$ cat src/rtl/seg_pkg.sv
// rtl/seg_pkg.sv - shared constants and state encoding for the hex 7-segment serializer
package seg_pkg;

   // Active-low segment bytes {dp_n,g,f,e,d,c,b,a}, indexed by hex value
   localparam logic [7:0] SEG_HEX [16] = '{
      8'hC0, 8'hF9, 8'hA4, 8'hB0, 8'h99, 8'h92, 8'h82, 8'hF8,
      8'h80, 8'h90, 8'h88, 8'h83, 8'hC6, 8'hA1, 8'h86, 8'h8E
   };

   localparam logic [7:0]  SEG_BLANK  = 8'hFF;
   localparam int unsigned SEG_DP_BIT = 7;

   typedef enum logic [1:0] {
      ST_IDLE  = 2'd0,
      ST_SHIFT = 2'd1,
      ST_LATCH = 2'd2
   } state_e;

endpackage

$ cat src/rtl/hex_to_seg.sv
// rtl/hex_to_seg.sv - one hex nibble plus dp/blank flags to an active-low segment byte
module hex_to_seg
   import seg_pkg::*;
(
   input  logic [3:0] nibble_i,
   input  logic       dp_i,
   input  logic       blank_i,
   output logic [7:0] seg_o
);

   // Table lookup, then the decimal point, then blanking which overrides both
   always_comb begin
      seg_o = SEG_HEX[nibble_i];
      if (dp_i) begin
         seg_o[SEG_DP_BIT] = 1'b0;
      end
      if (blank_i) begin
         seg_o = SEG_BLANK;
      end
   end

endmodule

$ cat src/rtl/hex_seg_p2s.sv
// rtl/hex_seg_p2s.sv - decodes NDIG hex digits and shifts the segment frame out serially
module hex_seg_p2s
   import seg_pkg::*;
#(
   parameter int NDIG = 4,
   parameter int DIV  = 2
)
(
   input  logic              clk,
   input  logic              rst,
   input  logic              start,
   input  logic [4*NDIG-1:0] num,
   input  logic [NDIG-1:0]   dp,
   input  logic [NDIG-1:0]   blank,
   output logic              busy,
   output logic              done,
   output logic              seg_clk,
   output logic              seg_dat,
   output logic              seg_pen
);

   localparam int FW = 8 * NDIG;
   localparam int CW = $clog2(2 * DIV);
   localparam int BW = $clog2(FW);

   // Divider phase at which seg_clk rises, and the final phase of a bit
   localparam logic [CW-1:0] CNT_RISE = CW'(DIV - 1);
   localparam logic [CW-1:0] CNT_LAST = CW'(2 * DIV - 1);
   localparam logic [BW-1:0] BIT_LAST = BW'(FW - 1);

   logic [FW-1:0] frame_dec;
   logic [FW-1:0] frame_q, frame_d;
   logic [CW-1:0] div_q, div_d;
   logic [BW-1:0] bit_q, bit_d;
   state_e        state_q;
   logic          busy_q, done_q, clk_q, pen_q;

   // Digit NDIG-1 lands in the top byte so it leaves the chain first
   for (genvar g = 0; g < NDIG; g++) begin : g_dec
      hex_to_seg u_dec (
         .nibble_i (num[4*g +: 4]),
         .dp_i     (dp[g]),
         .blank_i  (blank[g]),
         .seg_o    (frame_dec[8*g +: 8])
      );
   end

   // Next values for the counters and the left-shifting frame
   always_comb begin
      div_d   = div_q + 1'b1;
      bit_d   = bit_q + 1'b1;
      frame_d = {frame_q[FW-2:0], 1'b0};
   end

   // Serializer FSM; the frame is shifted once per bit including the last, so it ends all-zero and seg_dat idles low
   always_ff @(posedge clk) begin
      if (rst) begin
         state_q <= ST_IDLE;
         busy_q  <= 1'b0;
         done_q  <= 1'b0;
         clk_q   <= 1'b0;
         pen_q   <= 1'b0;
         div_q   <= '0;
         bit_q   <= '0;
         frame_q <= '0;
      end else begin
         done_q <= 1'b0;
         unique case (state_q)
            ST_IDLE: begin
               if (start) begin
                  frame_q <= frame_dec;
                  clk_q   <= 1'b0;
                  div_q   <= '0;
                  bit_q   <= '0;
                  busy_q  <= 1'b1;
                  state_q <= ST_SHIFT;
               end
            end
            ST_SHIFT: begin
               div_q <= div_d;
               if (div_q == CNT_RISE) begin
                  clk_q <= 1'b1;
               end
               if (div_q == CNT_LAST) begin
                  div_q   <= '0;
                  clk_q   <= 1'b0;
                  frame_q <= frame_d;
                  if (bit_q == BIT_LAST) begin
                     pen_q   <= 1'b1;
                     state_q <= ST_LATCH;
                  end else begin
                     bit_q <= bit_d;
                  end
               end
            end
            ST_LATCH: begin
               div_q <= div_d;
               if (div_q == CNT_LAST) begin
                  div_q   <= '0;
                  pen_q   <= 1'b0;
                  busy_q  <= 1'b0;
                  done_q  <= 1'b1;
                  state_q <= ST_IDLE;
               end
            end
            default: begin
               state_q <= ST_IDLE;
            end
         endcase
      end
   end

   assign busy    = busy_q;
   assign done    = done_q;
   assign seg_clk = clk_q;
   assign seg_dat = frame_q[FW-1];
   assign seg_pen = pen_q;

endmodule

$ cat config.mk
export PLATFORM = sky130hd
export DESIGN_NAME = hex_seg_p2s
export DESIGN_NICKNAME = d
export VERILOG_FILES = /design/src/rtl/seg_pkg.sv /design/src/rtl/hex_to_seg.sv /design/src/rtl/hex_seg_p2s.sv
export SDC_FILE = /design/constraint.sdc
export NUM_CORES = 1
export LEC_CHECK = 0
export CORE_UTILIZATION = 44
export CTS_CLUSTER_SIZE = 20
export DETAILED_ROUTE_END_ITERATION = 6
export DONT_BUFFER_PORTS = 1
export GPL_TIMING_DRIVEN = 0
export MAX_ROUTING_LAYER = met4
export SLEW_MARGIN = 40
export SYNTH_ARGS = -nofsm -noshare
export SYNTH_HDL_FRONTEND = slang
export SYNTH_HIERARCHICAL = 1
export SYNTH_SLANG_ARGS = --single-unit
$ cat constraint.sdc
create_clock -name clk -period 1.8 [get_ports clk]
set_input_delay 0.27 -clock clk [delete_from_list [all_inputs] [get_ports clk]]
set_output_delay 0.27 -clock clk [all_outputs]
set_load 0.01 [all_outputs]
# After elaboration in Yosys (flattened, before gate mapping)
# Memory sizes are Yosys's and may differ from the RTL's.
# Cells that the tools add are included.
# W data, S select, Z words.
[word_totals]
reg_bits = 45
mem_bits_ro = 512
inputBits = 27
output_inout_bits = 5
word_cells = 90
memories = 4
[classes]
add_sub_neg = 2
n_lt_le_gt_ge = 4
eq_ne = 11
mux = 42
n_bitwise = 5
reduce_logical = 14
[mem_list]
columns = ["name", "words", "width", "rd", "rd_ports_with_merged_regs", "write_ports", "line", "text"]
rows = [
  ["(name not given)", 16, 8, 1, 0, 0, "hex_to_seg.sv:13", "seg_o = SEG_HEX[nibble_i];"],
  ["(name not given)", 16, 8, 1, 0, 0, "hex_to_seg.sv:13", ""],
  ["(name not given)", 16, 8, 1, 0, 0, "hex_to_seg.sv:13", ""],
  ["(name not given)", 16, 8, 1, 0, 0, "hex_to_seg.sv:13", ""],
]
[ops]
columns = ["cell", "count"]
rows = [
  ["$mux W8", 12],
  ["$mux W32", 2],
  ["$pmux W32 S2", 1],
  ["$ge A5 B5 Y1 const B", 4],
  ["$not A4 Y5", 4],
  ["$mux W5", 3],
  ["$mux W1", 12],
  ["$mux W2", 6],
  ["$reduce_and A4 Y1", 3],
  ["$ne A2 B2 Y1 const B", 5],
  ["$pmux W5 S2", 1],
  ["$reduce_and A3 Y1", 3],
  ["$reduce_bool A2 Y1", 4],
  ["$pmux W1 S2", 3],
  ["$pmux W2 S3", 1],
  ["$add A5 B1 Y5 const B", 1],
  ["$eq A5 B5 Y1 const B", 1],
  ["$eq A2 B1 Y1 const B", 2],
  ["$eq A2 B2 Y1 const B", 2],
  ["$pmux W2 S2", 1],
  ["$reduce_or A2 Y1", 2],
  ["$ne A3 B3 Y1 const B", 1],
  ["$add A2 B1 Y2 const B", 1],
  ["$logic_not A2 Y1", 1],
  ["other kinds (2)", 2],
]

# Longest topological paths before layout
[depth]
depth_word = 8
ltp_mapped = 8
mapped_depth_nobuf = 8

# By module
# Netlist, hierarchy kept.
[modules_own_cells]
columns = ["mod", "instances", "cells_each", "area_per_inst_um2", "seq_area_each_um2"]
rows = [
  ["hex_seg_p2s", 1, 227, 2284.7, 900.9],
  ["hex_to_seg at g_dec[0].u_dec ...", 3, 41, 284.0, 0.0],
  ["hex_to_seg at g_dec[1].u_dec", 1, 36, 299.0, 0.0],
]

# Least setup slack after synthesis
# Ideal clock, no wire load.
[synth_path]
kind = "flip-flop to flip-flop"
from = "register bit_q[0]"
to = "register bit_q[0]"
arrival_time_ns = 1.600
slack_ns = 0.072
path_stages_with_launch = 8
n_path_buf = 0
synth_period_minus_slack_ns = 1.728
path_cell_list = "dfxtp_1 > ha_1 > and3_1 > ha_1 > nand2b_1 > a21oi_1 > mux2i_1 > nor2_1"
[synth_between]
elab_chain_len = 4
elab_cells_between_ends = 7
cone_classes = "add/sub: 1; eq/ne: 2; mux: 3; reduce/logical: 1"
[synth_rtl]
columns = ["item", "line", "text"]
rows = [
  ["start, declared", "hex_seg_p2s.sv:34", "logic [BW-1:0] bit_q, bit_d;"],
  ["start signal, assigned", "hex_seg_p2s.sv:92", "bit_q <= bit_d;"],
  ["$add A5 B1 Y5", "hex_seg_p2s.sv:51", "bit_d = bit_q + 1'b1;"],
  ["$mux W5", "hex_seg_p2s.sv:88", "if (bit_q == BIT_LAST) begin"],
  ["$mux W5", "hex_seg_p2s.sv:84", "if (div_q == CNT_LAST) begin"],
  ["$pmux W5 S2", "hex_seg_p2s.sv:68", "unique case (state_q)"],
]
# Parallel ways exist; a longest one is shown, timed or not. The select of a mux whose other input is x is not followed.
# A chain may end at the register's enable or synchronous reset.

# Final worst setup path
[layout_path]
from = "register state_q[1]"
to = "register frame_q[21]"
[layout_between]
elab_chain_len = 3
elab_cells_between_ends = 7
cone_classes = "eq/ne: 3; mux: 1; reduce/logical: 3"
[layout_rtl]
columns = ["item", "line", "text"]
rows = [
  ["start, declared", "hex_seg_p2s.sv:35", "state_e state_q;"],
  ["start signal, assigned", "hex_seg_p2s.sv:58", "state_q <= ST_IDLE;"],
  ["start signal, assigned", "hex_seg_p2s.sv:76", "state_q <= ST_SHIFT;"],
  ["start signal, assigned", "hex_seg_p2s.sv:90", "state_q <= ST_LATCH;"],
  ["$eq A2 B1 Y1 / $logic_not A2 Y1 (equally long branches)", "hex_seg_p2s.sv:68", ""],
  ["$ne A2 B2 Y1 (no source line) / $reduce_bool A2 Y1 (equally long branches)", "-", ""],
  ["$reduce_and A3 Y1 (no source line)", "-", ""],
  ["end signal, assigned", "hex_seg_p2s.sv:71", "frame_q <= frame_dec;"],
  ["end signal, assigned", "hex_seg_p2s.sv:87", "frame_q <= frame_d;"],
  ["end, declared", "hex_seg_p2s.sv:32", "logic [FW-1:0] frame_q, frame_d;"],
]
# Parallel ways exist; a longest one is shown, timed or not.

==> out/metrics.json <==
{
  "sequentialPowerShare": {"value": 0.331},
  "cellInternalPower": {"value": 2753, "unit": "µW"},
  "design.core.area": {"value": 7408, "unit": "µm²"},
  "synthArstFlopShare": {"value": 0},
  "synth.top_cell.area_share": {"value": 0.2622},
  "synth_top_flop_cell": {"value": "sky130_fd_sc_hd__dfxtp_1"},
  "insertedDiodeCount": {"value": 0},
  "postSynthRegisterBits": {"value": 45},
  "maxSlewViolCount": {"value": 0},
  "report.power.total": {"value": 4398, "unit": "µW"},
  "distinct_cells_synth": {"value": 45},
  "maxCapViolations": {"value": 0},
  "vias": {"value": 2752},
  "worst_r2r_startpoint": {"value": "state_q[1]$_SDFFE_PP0P_"},
  "hpwl_reported_at_the_end_of_detailed_placement": {"value": 4962, "unit": "µm"},
  "seq_area_frac_synth": {"value": 0.2622},
  "die-height": {"value": 90.37, "unit": "µm"},
  "irDropWorstVdd": {"value": 598.1, "unit": "µV"},
  "clock_tree.htree_level_count": {"value": 2},
  "run_status": {"value": "complete, no violations"},
  "die_area": {"value": 8166, "unit": "µm²"},
  "yosys-top-cells-count": {"value": "50 x sky130_fd_sc_hd__nor2_1, 45 x sky130_fd_sc_hd__dfxtp_1, 45 x sky130_fd_sc_hd__mux2i_1"},
  "p_leak": {"value": 0.001592, "unit": "µW"},
  "yosys.cell_count.top_type": {"value": "sky130_fd_sc_hd__nor2_1"},
  "switching_share": {"value": 0.3741},
  "synth_area_per_cell": {"value": 8.901, "unit": "µm²"},
  "globalRoute.totalOverflow": {"value": 0},
  "switching_component_of_the_power": {"value": 1645, "unit": "µW"},
  "filler_cell_count": {"value": 694},
  "drt_pass1_iterations": {"value": 6},
  "syn_area": {"value": 3436, "unit": "µm²"},
  "worst_hold_path_type": {"value": "primary input to flip-flop"},
  "detail_route.wirelength": {"value": 7111, "unit": "µm"},
  "finalSetupViolCount": {"value": 0},
  "syn_to_final_growth": {"value": 13.37, "unit": "%"},
  "clock_pin_transition_on_the_worst_setup_and_hold_timing_paths": {"value": 0.08, "unit": "ns"},
  "cts_inserted_buffers": {"value": 5},
  "grt_use_total": {"value": 0.1778},
  "grt_first_pass_wirelength": {"value": 11720, "unit": "µm"},
  "initial_core_util": {"value": 0.4638},
  "post-synth-top-area-cell": {"value": "sky130_fd_sc_hd__dfxtp_1"},
  "cts.sink_count": {"value": 45},
  "worstSkewPairLatency": {"value": 0.30, "unit": "ns"},
  "detail-route-antenna-nets": {"value": 0},
  "grt_start_max_net_pins": {"value": 13},
  "drc": {"value": 0},
  "tritoncts_clock_tree": {"value": "done"},
  "worst_ep_arrival": {"value": 1.94, "unit": "ns"},
  "holdPathEnd": {"value": "busy$_SDFFE_PP0P_"},
  "worst-endpoint-required": {"value": 2.02, "unit": "ns"},
  "critical_path_peak_fanout": {"value": 7},
  "timing.fmax": {"value": 581.4, "unit": "MHz"},
  "grt_util_met1": {"value": 0.2315},
  "clkPwrFrac": {"value": 0.138},
  "power.share.combinational": {"value": 0.531},
  "min_delay_src": {"value": "start"},
  "holdPathStages": {"value": 2},
  "first_global_vias": {"value": 2570},
  "hold_viol": {"value": 0},
  "synth-edff-count": {"value": 0},
  "ctsRootBufferMaster": {"value": "sky130_fd_sc_hd__clkbuf_8"},
  "grt_antenna_before_repair": {"value": 0},
  "relSlewSlack": {"value": 0.5318},
  "ys_warn_count": {"value": 6},
  "critical_path_class": {"value": "flip-flop to flip-flop"},
  "fin_ws": {"value": 0.08002, "unit": "ns"},
  "timing.clock.skew": {"value": 0.004841, "unit": "ns"},
  "met3_global_route_usage": {"value": 0.02694},
  "startpoint_type": {"value": "flip-flop"},
  "holdBufCountCts": {"value": 0},
  "place_congestion": {"value": 0.8207},
  "rows": {"value": 31},
  "wl_per_cell": {"value": 14.11, "unit": "µm"},
  "r2r_cells": {"value": 9},
  "top_level_ports": {"value": 32},
  "place.port_buffers": {"value": 0},
  "reg2reg_to": {"value": "frame_q[21]$_SDFFE_PP0P_"},
  "dr.first_iter.drc_count": {"value": 127},
  "pre_cts_ws": {"value": -0.1154, "unit": "ns"},
  "final_nets": {"value": 466},
  "synthesis.instances": {"value": 386},
  "grt.met2_usage": {"value": 0.2812},
  "worstSetupEndpointType": {"value": "flip-flop"},
  "timing_worst_slew_pin_value": {"value": 0.7023, "unit": "ns"},
  "max-clock-path-buffers": {"value": 2},
  "fin_crit": {"value": 1.720, "unit": "ns"},
  "synth.net_count": {"value": 448},
  "post-route-cell-area": {"value": 3895, "unit": "µm²"},
  "synth.area.top_cells": {"value": "sky130_fd_sc_hd__dfxtp_1 26%, sky130_fd_sc_hd__mux2i_1 13%, sky130_fd_sc_hd__ha_1 13%, sky130_fd_sc_hd__a211oi_2 10%, sky130_fd_sc_hd__nor2_1 5.5%"},
  "placedInstanceArea": {"value": 3560, "unit": "µm²"},
  "vias_per_cell": {"value": 5.460},
  "drive_above_1_share": {"value": 0.2049},
  "gr-max-usage-layer": {"value": "met2"},
  "final_min_period_over_clock_period": {"value": 0.9555},
  "reg_to_reg_setup_timing_slack": {"value": 0.08, "unit": "ns"},
  "power_per_cell_area": {"value": 1129, "unit": "nW/µm²"},
  "chipWidth": {"value": 90.37, "unit": "µm"}
}
logic make-up after synthesis:
logic type	after synthesis	synth area share
DFF	45	0.2622
adders and majority gates	35	0.1275
AOI/OAI and AO/OA	104	0.2531
muxes	47	0.1377
buffers and inverters	56	0.08048
and+or+nand+nor	97	0.1340
xor gates and xnor gates	2	0.005099
how the worst max path moves through the flow:
| stage | start | to | slack (ns) |
|---|---|---|---|
| after detailed placement | bit_q[0]$_SDFFE_PP0P_ | bit_q[4]$_SDFFE_PP0P_ | -0.12 |
| after global routing | state_q[1]$_SDFFE_PP0P_ | frame_q[13]$_SDFFE_PP0P_ | -0.002 |
| after CTS | bit_q[0]$_SDFFE_PP0P_ | bit_q[3]$_SDFFE_PP0P_ | 0.01 |
| after global placement | bit_q[0]$_SDFFE_PP0P_ | bit_q[4]$_SDFFE_PP0P_ | -0.1 |
| after floorplan | bit_q[0]$_SDFFE_PP0P_ | bit_q[0]$_SDFFE_PP0P_ | 0.07 |
| final | state_q[1]$_SDFFE_PP0P_ | frame_q[21]$_SDFFE_PP0P_ | 0.08 |
worst max-delay path: stages, from the launching register on:
cell and delay (ns):
sky130_fd_sc_hd__dfxtp_2 0.34, sky130_fd_sc_hd__inv_2 0.05, sky130_fd_sc_hd__ha_2 0.16, sky130_fd_sc_hd__buf_6 0.12, sky130_fd_sc_hd__nor2b_4 0.13, sky130_fd_sc_hd__nor3_4 0.29
sky130_fd_sc_hd__buf_12 0.19, sky130_fd_sc_hd__clkbuf_16 0.14, sky130_fd_sc_hd__nor2_1 0.04, sky130_fd_sc_hd__a211oi_2 0.18
metal layers:
metal,up-vias,wire [µm]
met3,9,190
met2,32,3252
li1,1404,-
met5,-,0
met1,1307,3576
met4,0,91
sequential cells by signal (all words and copies together), names as in the netlist:
name / count
div_q: 2
seg_clk: 1
bit_q: 5
done: 1
seg_pen: 1
frame_q: 32
busy: 1
state_q: 2
timing repair:
| action | CTS | global route |
|---|---|---|
| resized for setup | 2 | 29 |
| gates cloned | 0 | 4 |
| pin swaps | 2 | 5 |
| buffers inserted | 1 | 6 |
| endpoints found under the setup margin | 33 | 35 |
placed cells by master, fill, tap and decap left out, drive strengths merged, types with 15 or more instances in the layout:
master	n
o21ai	17
buf	26
mux2i	45
clkbuf	21
dfxtp	45
inv	28
a31oi	15
nand2	15
a211oi	33
ha	35
nor2	50
stage by stage:
stage | util | cells | setup TNS, ns | hold WS [ns]
3_5_place_dp | 0.4805 | 485 | -2.610 | 0.4943
4_1_cts | 0.4955 | 494 | 0 | 0.1802
2_1_floorplan | - | 386 | 0 | 0.4663
5_1_grt | 0.5258 | 504 | -0.003496 | 0.2181
3_3_place_gp | 0.4805 | 485 | -2.833 | 0.4818
6_report | 0.5258 | 504 | 0 | 0.1832
area by class of cell:
class                      instances  area, µm²  share of cell area
multi-input combinational        285       2308              0.5927
sequential                        45      904.6              0.2323
buffer                            28      207.7             0.05332
timing repair buffer              11      165.2             0.04240
tap                               99      123.9             0.03180
inverter                          28      105.1             0.02698
clock buffer                       8      80.08             0.02056
power by group through the flow:
stage	combinational (µW)	clock [µW]	sequential [µW]
3_3_place_gp	1820	0	1470
3_5_place_dp	1860	0	1480
2_1_floorplan	1580	0	1430
5_1_grt	2540	671	1500
6_report	2330	609	1460
4_1_cts	1930	627	1450
Power figures use the tool's default switching activity.
==> edit, RTL diff (config.mk and constraints unchanged) <==
Set the parameter `DIV` to 4 (it was 2).
--- a/src/rtl/hex_seg_p2s.sv
+++ b/src/rtl/hex_seg_p2s.sv
@@ -4,5 +4,5 @@
 #(
    parameter int NDIG = 4,
-   parameter int DIV  = 2
+   parameter int DIV  = 4
 )
 (
Function: changed (a bounded check fails within 4 cycles, from zero or initial values and one cycle with rst high).
==> edit against the unedited design <==
Wire length fell by 1.1%; maximum frequency barely moved; synthesized area rose by 0.22%; sequential cell count rose by 1; setup slack got worse by 1.7 ps; clock skew rose by 3.3 ps; global-route usage fell by 0.27 points; first-iteration DRC count fell by 13%; final area fell by 0.29%; largest cell class unchanged.
Power is not compared: it rests on default switching activity, and its combinational part moved more than twofold at a synthesized area within 25%.
==> edit: results (changes against the unedited design) <==
INFO  metric outcome = finished, final reports clean (unchanged)
INFO  metric detailed_place_hpwl = 5110 um (was 4960 um)
INFO  metric syn-instance-count = 400 (was 386)
INFO  metric fillers = 712 (was 694)
INFO  metric worstMarginPinSlew = 668 ps (was 702 ps)
INFO  metric drive_above_1_share = 18.4% (was 20.5%)
INFO  metric cp_max_fo = 5 (was 7)
INFO  metric synth.net_count = 464 (was 448)
INFO  metric arrival = 1890 ps (was 1940 ps)
INFO  metric cts.sink_count = 46 (was 45)
INFO  metric design.final.nets = 477 (was 466)
INFO  metric placedCellCount = 499 (was 485)
INFO  metric worst_path_dominant_cell_family = simple AND/OR/NAND/NOR gates (was buffers and inverters)
INFO  metric post_cts.resized_instances = 15 (was 2)
INFO  metric dr.first_iter.drc_count = 111 (was 127)
INFO  metric holdPathStages = 3 (was 2)
INFO  metric drt-vias-per-instance = 5.51 (was 5.46)
INFO  metric clk_skew = 8.13 ps (was 4.84 ps)
INFO  metric grt_usage = 17.5% (was 17.8%)
INFO  metric placed_cell_area = 0.00357 sq mm (was 0.00356 sq mm)
INFO  metric final_period_minus_worst_setup_slack = 1720 ps (about the same)
INFO  metric drt_first_pass_iters = 4 (was 6)
INFO  metric maximum_number_of_pins_on_one_net_before_global_route_repair = 16 (was 13)
INFO  metric reg2regPathDepth = 8 (was 9)
INFO  metric hold-worst-slack = 261 ps (was 183 ps)
INFO  metric cp-endpoint = bit_q[0] (was frame_q[21])
INFO  metric final-instance-count-excl-fill = 513 (was 504)
INFO  metric hold_path_startpoint = dp[0] (was start)
INFO  metric netlist_top_cells_count = nor2_1, dfxtp_1, mux2i_1 (unchanged)
INFO  metric synth_area_leaders = dfxtp_1, ha_1, mux2i_1 (was dfxtp_1, mux2i_1, ha_1)
INFO  metric min_to = frame_q[7] (was busy)
[edit: cell types whose count changed after synthesis, moves of 3 or more]
cell / before / now
buf_6: 4 / 1
a211oi_2: 28 / 9
a21oi_1: 8 / 12
nor2b_1: 6 / 10
nand2b_1: 13 / 9
buf_2: 8 / 11
inv_1: 28 / 25
a211oi_1: 5 / 24
[edit: power by group]
part / leakage, nW / switching (mW) / total (mW) / internal [mW]
sequential: 0.382 / 0.0651 / 1.20 / 1.14
clock: 0.0504 / 0.354 / 0.767 / 0.413
combinational: 1.13 / 0.460 / 0.847 / 0.387
total: 1.56 / 0.879 / 2.82 / 1.94
[edit: logic make-up (layout without fill, tap and decap cells)]
kind of cell	after synthesis	count (layout)	synth area share (%)
multiplexers	46	46	13.5
AO/OA/AOI/OAI	112	112	24.3
adder cells (fa/ha/maj)	37	37	13.4
XOR/XNOR	1	1	0.254
AND/OR/NAND/NOR	104	104	14.4
flip-flops	46	46	26.7
buffers and inverters	54	68	7.38
[edit: layout make-up]
type	count	area (sq um)	share of cell area [%]
sequential	46	928	23.9
clock buffer	5	68.8	1.77
buffer	29	186	4.80
inverter	25	93.8	2.42
timing repair buffer	6	56.3	1.45
tap	99	124	3.19
multi-input combinational	300	2380	61.3
clock inverter	3	45.0	1.16
[edit: worst reg2reg max path: cells and delay by family, from the launching register on]
| family | cells | cell delay (ps) |
|---|---|---|
| fa+ha+maj | 2 | 330 |
| buf+inv | 1 | 150 |
| simple gates | 3 | 370 |
| compound gates | 1 | 200 |
| flops | 1 | 350 |
| mux | 1 | 190 |
[edit: routing by layer]
layer / GRT usage (%) / vias up / wire (um)
met1: 22.4 / 1332 / 3380
li1: - / 1462 / -
met4: 3.63 / 0 / 50
met2: 28.7 / 27 / 3420
met5: - / - / 0
met3: 3.37 / 6 / 176
